==> config.mk <==
export PLATFORM = sky130hd
export DESIGN_NAME = oled_frame_arbiter_flat
export DESIGN_NICKNAME = d
export VERILOG_FILES = /design/src/rtl/oled_pkg.sv /design/src/rtl/oled_frame_arbiter_if.sv /design/src/rtl/oled_idx_to_xy.sv /design/src/rtl/oled_frame_arbiter.sv /design/src/flat_wrapper.sv
export SDC_FILE = /design/constraint.sdc
export NUM_CORES = 1
export LEC_CHECK = 0
export BUFFER_PORTS_ARGS = -buffer_cell sky130_fd_sc_hd__buf_4
export CORE_UTILIZATION = 25
export DETAILED_ROUTE_END_ITERATION = 16
export PLACE_DENSITY = 0.47
export SYNTH_ARGS = -nofsm -noshare
export SYNTH_HDL_FRONTEND = slang
export SYNTH_SLANG_ARGS = --single-unit
==> constraint.sdc <==
create_clock -name clock -period 4.95 [get_ports clock]
set_clock_uncertainty 0.1 [all_clocks]
set_input_delay 0.495 -clock clock [delete_from_list [all_inputs] [get_ports clock]]
set_output_delay 0.495 -clock clock [all_outputs]
set_load 0.02 [all_outputs]
==> src/rtl/oled_pkg.sv <==
`default_nettype none
// ============================================================================
//  Module   : oled_pkg
//  Brief    : Shared OLED constants, RGB565 colours, arbiter state and modes
//  Revision : 1.0  initial release
// ============================================================================
package oled_pkg;

  // Display geometry of the 96x64 OLED panel
  localparam int OLED_WIDTH  = 96;
  localparam int OLED_HEIGHT = 64;
  localparam int OLED_IDX_W  = 13;

  // RGB565 colour constants
  localparam logic [15:0] RGB_BLACK   = 16'h0000;
  localparam logic [15:0] RGB_WHITE   = 16'hFFFF;
  localparam logic [15:0] RGB_RED     = 16'hF800;
  localparam logic [15:0] RGB_GREEN   = 16'h07E0;
  localparam logic [15:0] RGB_BLUE    = 16'h001F;
  localparam logic [15:0] RGB_YELLOW  = 16'hFFE0;
  localparam logic [15:0] RGB_MAGENTA = 16'hF81F;
  localparam logic [15:0] RGB_CYAN    = 16'h07FF;

  // Transition style, latched when a switch request is accepted
  localparam logic MODE_CUT  = 1'b0;
  localparam logic MODE_WIPE = 1'b1;

  // Arbiter states
  typedef enum logic [1:0] {
    ST_IDLE = 2'd0,
    ST_PEND = 2'd1,
    ST_WIPE = 2'd2
  } arb_state_t;

  // Width of a source selector for n sources (never below one bit)
  function automatic int sel_width(input int n);
    return (n > 1) ? $clog2(n) : 1;
  endfunction

endpackage
`default_nettype wire

==> src/rtl/oled_frame_arbiter_if.sv <==
`default_nettype none
// ============================================================================
//  Module   : oled_frame_arbiter_if
//  Brief    : Pixel-source / driver bundle around the frame arbiter
//  Revision : 1.0  initial release
// ============================================================================
interface oled_frame_arbiter_if
  import oled_pkg::*;
#(
  parameter int NUM_SRC = 4,
  parameter int PIX_W   = 16,
  parameter int IDX_W   = OLED_IDX_W
);
  localparam int SEL_W = sel_width(NUM_SRC);

  logic                     frame_begin;
  logic [IDX_W-1:0]         pixel_index;
  logic [NUM_SRC*PIX_W-1:0] src_data;
  logic [SEL_W-1:0]         sel;
  logic                     mode;
  logic [PIX_W-1:0]         pixel_data;
  logic [SEL_W-1:0]         active_src;
  logic                     busy;
  logic                     switch_done;

  // Environment side: display timing, screen generators and the selector
  modport master (
    output frame_begin, pixel_index, src_data, sel, mode,
    input  pixel_data, active_src, busy, switch_done
  );

  // Arbiter side
  modport slave (
    input  frame_begin, pixel_index, src_data, sel, mode,
    output pixel_data, active_src, busy, switch_done
  );

endinterface
`default_nettype wire

==> src/rtl/oled_idx_to_xy.sv <==
`default_nettype none
// ============================================================================
//  Module   : oled_idx_to_xy
//  Brief    : Linear pixel index to column/row, purely combinational
//  Revision : 1.0  initial release
// ============================================================================
module oled_idx_to_xy
  import oled_pkg::*;
#(
  parameter int WIDTH  = OLED_WIDTH,
  parameter int HEIGHT = OLED_HEIGHT,
  parameter int IDX_W  = OLED_IDX_W,
  parameter int COL_W  = $clog2(WIDTH),
  parameter int ROW_W  = $clog2(HEIGHT)
) (
  input  logic [IDX_W-1:0] pixel_index,
  output logic [COL_W-1:0] col,
  output logic [ROW_W-1:0] row
);

  // Divide at 32 bits so the full index range never truncates before the
  // result is narrowed to the column/row widths.
  assign col = COL_W'(32'(pixel_index) % WIDTH);
  assign row = ROW_W'(32'(pixel_index) / WIDTH);

endmodule
`default_nettype wire

==> src/rtl/oled_frame_arbiter.sv <==
`default_nettype none
// ============================================================================
//  Module   : oled_frame_arbiter
//  Brief    : N-source pixel arbiter; source changes commit on a frame
//             boundary as a hard cut or a left-to-right column wipe
//  Revision : 1.0  initial release
// ============================================================================
module oled_frame_arbiter
  import oled_pkg::*;
#(
  parameter int              NUM_SRC   = 4,
  parameter int              PIX_W     = 16,
  parameter int              WIDTH     = OLED_WIDTH,
  parameter int              HEIGHT    = OLED_HEIGHT,
  parameter int              IDX_W     = OLED_IDX_W,
  parameter int              WIPE_STEP = 8,
  parameter logic [PIX_W-1:0] BG_COLOUR = '0
) (
  input  logic                  clock,
  input  logic                  reset_n,
  oled_frame_arbiter_if.slave   bus
);

  localparam int SEL_W = sel_width(NUM_SRC);
  localparam int COL_W = $clog2(WIDTH);
  localparam int ROW_W = $clog2(HEIGHT);
  // Wide enough to hold the last step past WIDTH without wrapping
  localparam int BND_W = $clog2(WIDTH + WIPE_STEP);
  localparam logic [BND_W-1:0] BND_STEP  = BND_W'(WIPE_STEP);
  localparam logic [BND_W-1:0] BND_LIMIT = BND_W'(WIDTH);

  arb_state_t       r_state;
  logic [SEL_W-1:0] r_cur;
  logic [SEL_W-1:0] r_nxt;
  logic [SEL_W-1:0] r_pending;
  logic             r_mode;
  logic [BND_W-1:0] r_boundary;
  logic [PIX_W-1:0] r_pixel;
  logic             r_busy;
  logic             r_done;

  logic [COL_W-1:0] w_col;
  logic [ROW_W-1:0] w_row_unused;
  logic [PIX_W-1:0] w_src [NUM_SRC];
  logic [SEL_W-1:0] w_chosen;
  logic [PIX_W-1:0] w_pix;
  logic             w_sel_valid;
  logic [SEL_W-1:0] w_pend_eff;
  logic [BND_W-1:0] w_bnd_next;

  oled_idx_to_xy #(
    .WIDTH (WIDTH),
    .HEIGHT(HEIGHT),
    .IDX_W (IDX_W),
    .COL_W (COL_W),
    .ROW_W (ROW_W)
  ) u_idx_to_xy (
    .pixel_index(bus.pixel_index),
    .col        (w_col),
    .row        (w_row_unused)
  );

  // Unpack the flat source bus into one word per source
  for (genvar k = 0; k < NUM_SRC; k++) begin : g_src
    assign w_src[k] = bus.src_data[k*PIX_W +: PIX_W];
  end

  // Out-of-range selectors are never accepted as requests
  assign w_sel_valid = (int'(bus.sel) < NUM_SRC);
  // While pending, the newest valid request replaces the stored one
  assign w_pend_eff  = w_sel_valid ? bus.sel : r_pending;
  assign w_bnd_next  = r_boundary + BND_STEP;

  // Columns left of the wipe boundary already show the incoming source
  always_comb begin
    w_chosen = r_cur;
    if ((r_state == ST_WIPE) && (BND_W'(w_col) < r_boundary))
      w_chosen = r_nxt;
  end

  // Source mux with background fallback for an invalid selection
  always_comb begin
    w_pix = BG_COLOUR;
    for (int k = 0; k < NUM_SRC; k++) begin
      if (w_chosen == SEL_W'(k))
        w_pix = w_src[k];
    end
  end

  // Registered pixel output, one clock of latency
  always_ff @(posedge clock or negedge reset_n) begin
    if (!reset_n)
      r_pixel <= '0;
    else
      r_pixel <= w_pix;
  end

  // Switch control: request capture, frame-aligned commit and wipe stepping
  always_ff @(posedge clock or negedge reset_n) begin
    if (!reset_n) begin
      r_state    <= ST_IDLE;
      r_cur      <= '0;
      r_nxt      <= '0;
      r_pending  <= '0;
      r_mode     <= MODE_CUT;
      r_boundary <= '0;
      r_busy     <= 1'b0;
      r_done     <= 1'b0;
    end else begin
      r_done <= 1'b0;
      case (r_state)
        ST_IDLE: begin
          // frame_begin is deliberately ignored here so a request seen in
          // the same cycle waits a whole frame before committing
          if (w_sel_valid && (bus.sel != r_cur)) begin
            r_pending <= bus.sel;
            r_mode    <= bus.mode;
            r_state   <= ST_PEND;
            r_busy    <= 1'b1;
          end
        end
        ST_PEND: begin
          if (bus.sel == r_cur) begin
            r_state <= ST_IDLE;
            r_busy  <= 1'b0;
          end else if (bus.frame_begin) begin
            if (r_mode == MODE_WIPE) begin
              r_nxt      <= w_pend_eff;
              r_boundary <= '0;
              r_state    <= ST_WIPE;
            end else begin
              r_cur   <= w_pend_eff;
              r_done  <= 1'b1;
              r_state <= ST_IDLE;
              r_busy  <= 1'b0;
            end
          end else begin
            r_pending <= w_pend_eff;
          end
        end
        ST_WIPE: begin
          if (bus.frame_begin) begin
            if (w_bnd_next >= BND_LIMIT) begin
              r_cur      <= r_nxt;
              r_boundary <= '0;
              r_done     <= 1'b1;
              r_state    <= ST_IDLE;
              r_busy     <= 1'b0;
            end else begin
              r_boundary <= w_bnd_next;
            end
          end
        end
        default: begin
          r_state <= ST_IDLE;
          r_busy  <= 1'b0;
        end
      endcase
    end
  end

  assign bus.pixel_data  = r_pixel;
  assign bus.active_src  = r_cur;
  assign bus.busy        = r_busy;
  assign bus.switch_done = r_done;

endmodule
`default_nettype wire

==> src/flat_wrapper.sv <==
// flat-port wrapper written by rule: the top's interface ports become plain ports
module oled_frame_arbiter_flat import oled_pkg::*;
#(
  parameter int              NUM_SRC   = 4,
  parameter int              PIX_W     = 16,
  parameter int              WIDTH     = OLED_WIDTH,
  parameter int              HEIGHT    = OLED_HEIGHT,
  parameter int              IDX_W     = OLED_IDX_W,
  parameter int              WIPE_STEP = 8,
  parameter logic [PIX_W-1:0] BG_COLOUR = '0
)
  (clock, reset_n, bus_frame_begin, bus_pixel_index, bus_src_data, bus_sel, bus_mode, bus_pixel_data, bus_active_src, bus_busy, bus_switch_done);
  oled_frame_arbiter_if #(.NUM_SRC(NUM_SRC), .PIX_W(PIX_W), .IDX_W(IDX_W)) bus_i ();
  input  logic clock;
  input  logic reset_n;
  input wire logic [$bits(bus_i.frame_begin)-1:0] bus_frame_begin;
  input wire logic [$bits(bus_i.pixel_index)-1:0] bus_pixel_index;
  input wire logic [$bits(bus_i.src_data)-1:0] bus_src_data;
  input wire logic [$bits(bus_i.sel)-1:0] bus_sel;
  input wire logic [$bits(bus_i.mode)-1:0] bus_mode;
  output wire logic [$bits(bus_i.pixel_data)-1:0] bus_pixel_data;
  output wire logic [$bits(bus_i.active_src)-1:0] bus_active_src;
  output wire logic [$bits(bus_i.busy)-1:0] bus_busy;
  output wire logic [$bits(bus_i.switch_done)-1:0] bus_switch_done;
  assign bus_i.frame_begin = bus_frame_begin;
  assign bus_i.pixel_index = bus_pixel_index;
  assign bus_i.src_data = bus_src_data;
  assign bus_i.sel = bus_sel;
  assign bus_i.mode = bus_mode;
  assign bus_pixel_data = bus_i.pixel_data;
  assign bus_active_src = bus_i.active_src;
  assign bus_busy = bus_i.busy;
  assign bus_switch_done = bus_i.switch_done;
  oled_frame_arbiter #(.NUM_SRC(NUM_SRC), .PIX_W(PIX_W), .WIDTH(WIDTH), .HEIGHT(HEIGHT), .IDX_W(IDX_W), .WIPE_STEP(WIPE_STEP), .BG_COLOUR(BG_COLOUR)) u_core (.clock(clock), .reset_n(reset_n), .bus(bus_i));
endmodule
==> impl_metrics.tcl, run 1 <==
set metrics [dict create \
    grt_usage_pct 12.8 \
    dpl.hpwl_um 4360 \
    routedWlPerCell_um 13.9 \
    synth_common_cells "dfrtp_1 (29), mux4_2 (16), nand2_1 (13), inv_1 (12), o21ai_0 (11)" \
    syn-num-nets 277 \
    grt_pass1_wl_um 8690 \
    p_clk_share_pct 14.0 \
    drv_cap 0 \
    powerDensity_nw_per_um2 454 \
    ys.flop_type "dfrtp_1" \
    startpoint "bus_pixel_index[12]" \
    seq_area_um2 726 \
    power_mw 1.37 \
    hold_class "primary input to async pin" \
    grt_max_degree 30 \
    yosysTopAreaCellShare_pct 34.4 \
    cp.arrival_ps 4050 \
    cp_max_fo 11 \
    grt_pass1_vias 1811 \
    reg2reg_to "u_core.bus.pixel_data[15]" \
    place_congestion 0.771 \
    syn_area_per_cell_um2 11.4 \
    drt_iter0_markers 70 \
    timing.fmax_mhz 249 \
    power.switching_uw 525 \
    syn_to_final_growth_pct 43.5 \
    period_needed_ps 4010 \
    post-route-drc-count 0 \
    post_cts_buffers 0 \
    ys_warn_count 0 \
    start_kind "primary input" \
    io_pins 103 \
    cts_resized 0 \
    yosysSeqAreaShare_pct 34.4 \
    synth_most_common_cell "dfrtp_1" \
    setup_viol 0 \
    numPortBuffers 99 \
    die_w_um 93.8 \
    ir_drop_uv 173 \
    synth_edf_count 0 \
    cts_hold_buf 0 \
    status "finished, final reports clean" \
    p_int_uw 848 \
    power_frac_comb_pct 57.0 \
    worstMarginPinSlew_ps 626 \
    r2r_start "u_core.r_boundary[3]" \
    final_util_pct 37.0 \
    p_seq_share_pct 29.0 \
    drt_wl_total_um 5410 \
    drive_above_1_share_pct 51.1 \
    cts-htree-levels 2 \
    synthArstFlopShare_pct 100 \
    fin_nets 375 \
    synthTopCellsByArea "dfrtp_1 (34%), mux4_2 (17%), ha_1 (5.3%), mux2_2 (4.8%), o21ai_0 (2.6%)" \
    r2r_setup_slack_ps 2370 \
    drt-vias-per-instance 4.78 \
    rsz0062_at_grt "false" \
    fin_area_um2 3020 \
    dpl-instance-area_um2 2940 \
    cts-root-buf "clkbuf_8" \
    synth_seq_cells 29 \
    tritoncts "yes" \
    clk_pin_slew_ps 70 \
    die_area_um2 8800 \
    rows 33 \
    finalHoldViolations 0 \
    relSlewSlack_pct 57.9 \
    yosys.area.top_type "dfrtp_1" \
    multiInputGateArea_um2 1270 \
    fp.coreArea_um2 8180 \
    ant_nets 0 \
    period_share_pct 81.0 \
    dr_total_vias 1860 \
    nFillCells 842 \
    ys_types 52 \
    switching_share_pct 38.2 \
    reg2regPathDepth 9 \
    cts.sinks 29 \
    worst-setup-path-type "primary input to flip-flop" \
    clk_latency_ps 280 \
    endpoint_kind "flip-flop" \
    finalMaxSlewViolations 0 \
    initial_core_util_pct 25.8 \
    overflow 0 \
    synthCells 185 \
    grt_antenna_before_repair 0 \
    cellLeakagePower_nw 1.39 \
    cts_buffer_depth 2 \
    crit_required_ps 4990 \
    synth_area_um2 2110 \
    antenna_cells 0 \
    die_h_um 93.8 \
    firstDrtPassIters 4 \
    cts_made_buffers 5 \
    tns_ps 0 \
]
-- cells by family after synthesis --
family,Yosys count,share of synthesized area (%)
flops,29,34.4
fa+ha+maj,9,5.34
compound gates,39,13.8
simple gates,52,15.0
mux,29,24.6
xor+xnor,4,1.66
buf+inv,23,5.11
-- metal layers --
| metal | vias to the layer above | part of all wire [%] | GRT usage (%) | wire length [um] |
|---|---|---|---|---|
| met5 | - | 0 | 0 | 0 |
| met4 | 0 | 1.6 | 4.36 | 88 |
| met3 | 7 | 7.3 | 3.80 | 394 |
| met2 | 72 | 48 | 19.7 | 2580 |
| met1 | 881 | 43 | 16.9 | 2340 |
| li1 | 900 | - | - | - |
-- placed cells by master (no fill, tap or decap), types with 4 or more instances in the layout --
cell type,instances
nor2_1,7
clkbuf_8,5
o31ai_1,4
mux4_2,16
inv_1,12
o21ai_0,11
nand2_1,13
nor3_1,5
buf_4,102
ha_1,9
dfrtp_1,29
mux2_2,9
-- sequential cells by signal (all words and copies together) (netlist names) --
| register | count |
|---|---|
| u_core.bus.busy | 1 |
| u_core.r_mode | 1 |
| u_core.r_nxt | 2 |
| u_core.r_state | 2 |
| u_core.r_boundary | 4 |
| u_core.bus.pixel_data | 16 |
| u_core.bus.switch_done | 1 |
| u_core.bus.active_src | 2 |
-- worst max-delay path: stages --
cell	delay [ps]
buf_4	150
ha_1	340
nand3b_1	170
a32o_2	320
a2bb2oi_1	140
o31a_1	250
nor4_2	380
mux2i_1	230
ha_1	240
o21a_1	120
o21ai_2	150
nand3b_4	120
mux2i_4	190
buf_4	230
mux4_2	520
-- worst max path at each step --
stage,to,cells after the start
after floorplan,u_core.bus.pixel_data[10],16
after global placement,u_core.bus.pixel_data[13],15
after detailed placement,u_core.bus.pixel_data[1],15
after CTS,u_core.bus.pixel_data[1],15
after global routing,u_core.bus.pixel_data[1],15
final,u_core.bus.pixel_data[15],15
-- cell type report --
class	count	area share, %
clock buffers	6	2.40
clock inverters	2	0.331
inverters	12	1.49
multi-input cells	133	42.1
flip-flops and latches	29	24.0
well taps	105	4.34
repair buffers	102	25.3
-- through the flow --
step           worst slack (ps)  instances  hold WS, ps
4_1_cts                     917        389         48.0
3_5_place_dp                623        381          358
3_3_place_gp                624        381          354
5_1_grt                     670        389         57.2
6_report                    940        389         31.5
2_1_floorplan               686        185         99.4
-- power by group through the flow --
stage               clock, mW  combinational (mW)  sequential, mW
finish                  0.192               0.783           0.398
floorplan                   0               0.432           0.498
CTS                     0.198               0.798           0.400
global route            0.206               0.859           0.413
detailed placement          0               0.796           0.404
global placement            0               0.793           0.403
Note: power is estimated with default switching activity, not from simulation.
==> run 2: changes to the inputs <==
--- a/config.mk
+++ b/config.mk
@@ -8,7 +8,7 @@
 export BUFFER_PORTS_ARGS = -buffer_cell sky130_fd_sc_hd__buf_4
 export CORE_UTILIZATION = 25
 export DETAILED_ROUTE_END_ITERATION = 16
-export PLACE_DENSITY = 0.47
+export PLACE_DENSITY = 0.48
 export SYNTH_ARGS = -nofsm -noshare
 export SYNTH_HDL_FRONTEND = slang
 export SYNTH_SLANG_ARGS = --single-unit
==> constraint.sdc (replaced) <==
create_clock -name clock -period 3.2 [get_ports clock]
set_clock_uncertainty 0.1 [all_clocks]
set_input_delay 0.32 -clock clock [delete_from_list [all_inputs] [get_ports clock]]
set_output_delay 0.32 -clock clock [all_outputs]
set_load 0.02 [all_outputs]
==> run 2 against run 1 <==
The run now ends with setup timing left. Worst setup slack worse by 1300 ps. First-iteration DRC count up 27%. Non-clock buffer count up 18. Combinational power rose by 67%. Final area increased by 12%. Wire length increased by 5.8%. Final cell count is 4.4% higher. Power increased by 62%. Worst hold slack improved by 150 ps. Largest cell class unchanged.
==> impl_metrics.tcl, run 2 (synthesis results as in run 1) <==
set metrics [dict create \
    syn_to_final_growth_pct 60.2 \
    p_clk_share_pct 13.6 \
    hold_class "primary input to flip-flop" \
    cp.arrival_ps 3570 \
    p_seq_share_pct 27.6 \
    crit_buf_inv 2 \
    holdWs_ps 180 \
    drv_cap 0 \
    start_kind "primary input" \
    rsz0062_at_grt "true" \
    finalMaxSlewViolations 0 \
    mostFrequentLayoutCell "buf_4" \
    powerDensity_nw_per_um2 659 \
    drt_wl_total_um 5720 \
    drive_above_1_share_pct 58.5 \
    grt_usage_pct 13.2 \
    cellLeakagePower_nw 1.52 \
    endpoint_kind "flip-flop" \
    clk_latency_ps 270 \
    timing.fmax_mhz 283 \
    clk_pin_slew_ps 60 \
    cts.sinks 29 \
    cts_made_buffers 5 \
    die_area_um2 8800 \
    crit_required_ps 3240 \
    drt-vias-per-instance 4.74 \
    hold_end "u_core.r_mode" \
    rows 33 \
    dp_cells 395 \
    slowest_stage "mux4_2" \
    ant_nets 0 \
    tns_ps -5000 \
    grt_pass1_vias 1870 \
    overflow 0 \
    reg2reg_to "u_core.bus.pixel_data[5]" \
    cts-htree-levels 2 \
    pre_cts_ws_ps -768 \
    reg2regPathDepth 9 \
    p_int_mw 1.40 \
    cts_buffer_depth 2 \
    path_common_cell "buf_6" \
    setup_viol 16 \
    switching_share_pct 37.1 \
    path_cells "buf_6 > ha_4 > nand3b_1 > a32o_2 > nor2_4 > a2111oi_2 > nor4_4 > mux2i_1 > ha_1 > o21a_1 > o21ai_2 > nand3b_4 > mux2i_4 > buf_6 > mux4_2" \
    antenna_cells 0 \
    post-route-drc-count 0 \
    period_share_pct 110 \
    status "complete, but fails checks" \
    r2r_start "u_core.r_boundary[3]" \
    power.switching_uw 826 \
    cts-root-buf "clkbuf_8" \
    fp.coreArea_um2 8180 \
    grt_pass1_wl_um 9010 \
    initial_core_util_pct 25.8 \
    power_frac_comb_pct 58.8 \
    tritoncts "yes" \
    die_h_um 93.8 \
    critical_path.max_stage_delay_ps 500 \
    ir_drop_uv 312 \
    r2r_setup_slack_ps 640 \
    numPortBuffers 99 \
    min_path_cells 2 \
    die_w_um 93.8 \
    dpl.hpwl_um 4290 \
    mostFrequentLayoutCells "buf_4 (111), dfrtp_1 (29), mux4_2 (16)" \
    min_from "bus_mode" \
    violations "setup timing" \
    power_mw 2.23 \
    firstDrtPassIters 4 \
    final_cells 406 \
    place_congestion 0.827 \
    fin_nets 393 \
    worstMarginPinSlew_ps 644 \
    finalHoldViolations 0 \
    grt_antenna_before_repair 0 \
    largest_reg_flops 16 \
    drt_iter0_markers 89 \
    relSlewSlack_pct 56.6 \
    io_pins 103 \
    crit_family "compound AO/OA/AOI/OAI gates" \
    worst-setup-path-type "primary input to flip-flop" \
    period_needed_ps 3530 \
    grt_max_degree 30 \
    cp_max_fo 8 \
    setup_slack_ps -329 \
    routedWlPerCell_um 14.1 \
    dr_total_vias 1923 \
]
[run 2: changes by cell type in the layout (fill, tap and decap cells not counted), moves of 3 or more]
| cell | delta |
|---|---|
| a2111oi_0 | -3 |
| nor3_1 | -3 |
| buf_12 | +3 |
| buf_6 | +4 |
| buf_4 | +9 |
[run 2: stage by stage]
step / cell area [um2] / util [%]
floorplan: 2120 / -
global placement: 3090 / 37.7
detailed placement: 3090 / 37.7
CTS: 3380 / 41.3
global route: 3380 / 41.3
finish: 3380 / 41.3
[run 2: power by group through the flow]
stage | logic, mW | registers, mW | clock network, mW
after floorplan | 0.670 | 0.771 | 0
after global placement | 1.27 | 0.624 | 0
after detailed placement | 1.28 | 0.622 | 0
after CTS | 1.39 | 0.618 | 0.318
after global routing | 1.43 | 0.638 | 0.332
final | 1.31 | 0.614 | 0.302
[run 2: worst max path at each step]
stage                                   start                        end  slack, ps  cells past startpoint
after global routing      bus_pixel_index[12]   u_core.bus.pixel_data[1]       -530                     17
final                     bus_pixel_index[11]   u_core.bus.pixel_data[5]       -330                     15
after CTS                 bus_pixel_index[12]   u_core.bus.pixel_data[5]       -330                     16
after floorplan           bus_pixel_index[11]  u_core.bus.pixel_data[10]       -800                     16
after global placement    bus_pixel_index[12]  u_core.bus.pixel_data[14]       -850                     16
after detailed placement  bus_pixel_index[12]  u_core.bus.pixel_data[13]       -770                     15
[run 2: what timing repair did]
action | in CTS | in global routing
buffers inserted | 5 | 0
resized for setup | 25 | 6
pin swaps | 10 | 2
cloned | 1 | 0
hold buffers | 1 | 0
endpoints found under the setup margin | 16 | 16
hold endpoints to repair | 29 | 0
[run 2: area by class of cell]
type	instances	area (um2)
clock buffer	7	86.3
fill	812	4800
inverter	12	45.0
multi-input combinational	133	1420
sequential	29	726
tap	105	131
timing repair buffer	120	963
[run 2: routing by layer]
layer  wire [um]  GRT usage (%)
met1        2300           16.2
met2        2890           21.8
met3         439           4.45
met4          79           4.36
met5           0              0
[run 2: worst reg2reg max path: cells and delay by family, from the launching register on]
| family | cells | cell delay [ps] |
|---|---|---|
| flip-flops | 1 | 430 |
| adder cells (fa/ha/maj) | 1 | 280 |
| multiplexers | 2 | 720 |
| buffers and inverters | 2 | 260 |
| AND/OR/NAND/NOR | 1 | 110 |
| AO/OA/AOI/OAI | 3 | 520 |
==> run 3: changes to the inputs <==
--- a/config.mk
+++ b/config.mk
@@ -8,7 +8,7 @@
 export BUFFER_PORTS_ARGS = -buffer_cell sky130_fd_sc_hd__buf_4
 export CORE_UTILIZATION = 25
 export DETAILED_ROUTE_END_ITERATION = 16
-export PLACE_DENSITY = 0.48
+export PLACE_DENSITY = 0.47
 export SYNTH_ARGS = -nofsm -noshare
 export SYNTH_HDL_FRONTEND = slang
 export SYNTH_SLANG_ARGS = --single-unit
==> constraint.sdc (replaced) <==
create_clock -name clock -period 3.4 [get_ports clock]
set_clock_uncertainty 0.1 [all_clocks]
set_input_delay 0.34 -clock clock [delete_from_list [all_inputs] [get_ports clock]]
set_output_delay 0.34 -clock clock [all_outputs]
set_load 0.02 [all_outputs]
==> run 3 against run 2 <==
The run still ends with setup timing left. Worst hold slack better by 18 ps. Sequential share of layout area up 0.59 points. Wire length up 4.8%. Worst setup slack better by 120 ps. Register-to-register slack better by 150 ps. Critical path type unchanged.
==> impl_metrics.tcl, run 3 (synthesis results as in run 1) <==
set metrics [dict create \
    relSlewSlack_pct 59.0 \
    io_pins 103 \
    crit_buf_inv 2 \
    firstDrtPassIters 6 \
    cts_buffer_depth 2 \
    period_needed_ps 3610 \
    cellLeakagePower_nw 1.48 \
    violations "setup timing" \
    final_util_pct 40.2 \
    endpoint_kind "flip-flop" \
    mostFrequentLayoutCell "buf_4" \
    grt_pass1_wl_um 9200 \
    setup_slack_ps -206 \
    dp_cells 390 \
    final_cells 401 \
    crit_required_ps 3450 \
    grt_usage_pct 13.7 \
    post-route-drc-count 0 \
    ir_drop_uv 278 \
    place_congestion 0.823 \
    finalMaxSlewViolations 0 \
    drv_cap 0 \
    grt_util_met2_pct 23.1 \
    clk_pin_slew_ps 60 \
    fin_nets 387 \
    drive_above_1_share_pct 56.4 \
    hold_class "primary input to flip-flop" \
    die_w_um 93.8 \
    pre_cts_ws_ps -605 \
    rsz0062_at_grt "true" \
    numPortBuffers 99 \
    antenna_cells 0 \
    grt_max_degree 30 \
    syn_to_final_growth_pct 55.9 \
    cts.sinks 29 \
    clk_latency_ps 270 \
    die_h_um 93.8 \
    path_cells "buf_8 > ha_4 > nand3b_1 > a32o_2 > a2bb2oi_2 > o31a_1 > nor4_4 > mux2i_1 > ha_1 > o21a_1 > o21ai_2 > nand3b_4 > mux2i_4 > buf_12 > mux4_2" \
    initial_core_util_pct 25.8 \
    cts-htree-levels 2 \
    setup_viol 16 \
    drt-vias-per-instance 4.79 \
    die_area_um2 8800 \
    powerDensity_nw_per_um2 645 \
    tritoncts "yes" \
    largest_reg_flops 16 \
    busiest_layer "met2" \
    period_share_pct 106 \
    ant_nets 0 \
    cp.arrival_ps 3650 \
    finalHoldViolations 0 \
    drt_wl_total_um 5990 \
    dr_total_vias 1919 \
    grt_antenna_before_repair 0 \
    fp.coreArea_um2 8180 \
    timing.fmax_mhz 277 \
    worst-setup-path-type "primary input to flip-flop" \
    cts-root-buf "clkbuf_8" \
    start_kind "primary input" \
    worstMarginPinSlew_ps 609 \
    crit_family "compound AO/OA/AOI/OAI gates" \
    critical_path.max_stage_delay_ps 500 \
    cts_made_buffers 5 \
    status "complete, but fails checks" \
    r2r_setup_slack_ps 790 \
    slowest_stage "mux4_2" \
    use_met1_pct 16.4 \
    drt_iter0_markers 86 \
    rows 33 \
    cp_max_fo 8 \
    mostFrequentLayoutCells "buf_4 (108), dfrtp_1 (29), mux4_2 (16)" \
    overflow 0 \
    grt_pass1_vias 1926 \
    dpl.hpwl_um 4450 \
    routedWlPerCell_um 14.9 \
    grt_use_met3_pct 4.85 \
]
## run 3: final cells by class
cell class	count	area, um2
flip-flops and latches	29	726
repair buffers	114	915
multi-input cells	133	1390
inverters	12	45.0
clock buffers	8	80.1
fillers	833	4890
well taps	105	131
## run 3: routing by layer
layer,up-vias,part of all wire [%]
met5,-,0
met4,0,0.85
met3,6,8.1
met2,75,51
met1,909,41
li1,929,-
## run 3: worst paths after layout
check / startpoint / end / cells after the start
min in group asynchronous: reset_n / u_core.bus.pixel_data[11] / 2
max in group asynchronous: reset_n / u_core.r_nxt[0] / 2
hold / removal: bus_mode / u_core.r_mode / 2
hold reg to reg: u_core.bus.busy / u_core.bus.busy / 1
setup / recovery: bus_pixel_index[12] / u_core.bus.pixel_data[4] / 15
setup reg to reg: u_core.r_boundary[3] / u_core.bus.pixel_data[4] / 9
## run 3: metrics by stage
step / hold slack, ps / power [mW] / TNS (ps) / instance area (um2)
2_1_floorplan: -55.6 / 1.36 / -9130 / 2120
3_3_place_gp: 200 / 1.78 / -8950 / 3040
3_5_place_dp: 204 / 1.79 / -9470 / 3040
4_1_cts: 190 / 2.15 / -3360 / 3270
5_1_grt: 191 / 2.27 / -5310 / 3290
6_report: 198 / 2.12 / -3050 / 3290
## run 3: what timing repair did
item | 4_1_cts | 5_1_grt
resized for setup | 22 | 1
hold buffers | 1 | 0
buffers inserted | 2 | 0
pin swaps | 8 | 1
hold endpoints to repair | 29 | 0
cloned | 1 | 0
setup endpoints to repair | 16 | 16
## run 3: where the power goes
part / switching [mW] / internal, mW
Sequential: 0.0852 / 0.498
Combinational: 0.583 / 0.679
Clock: 0.128 / 0.145
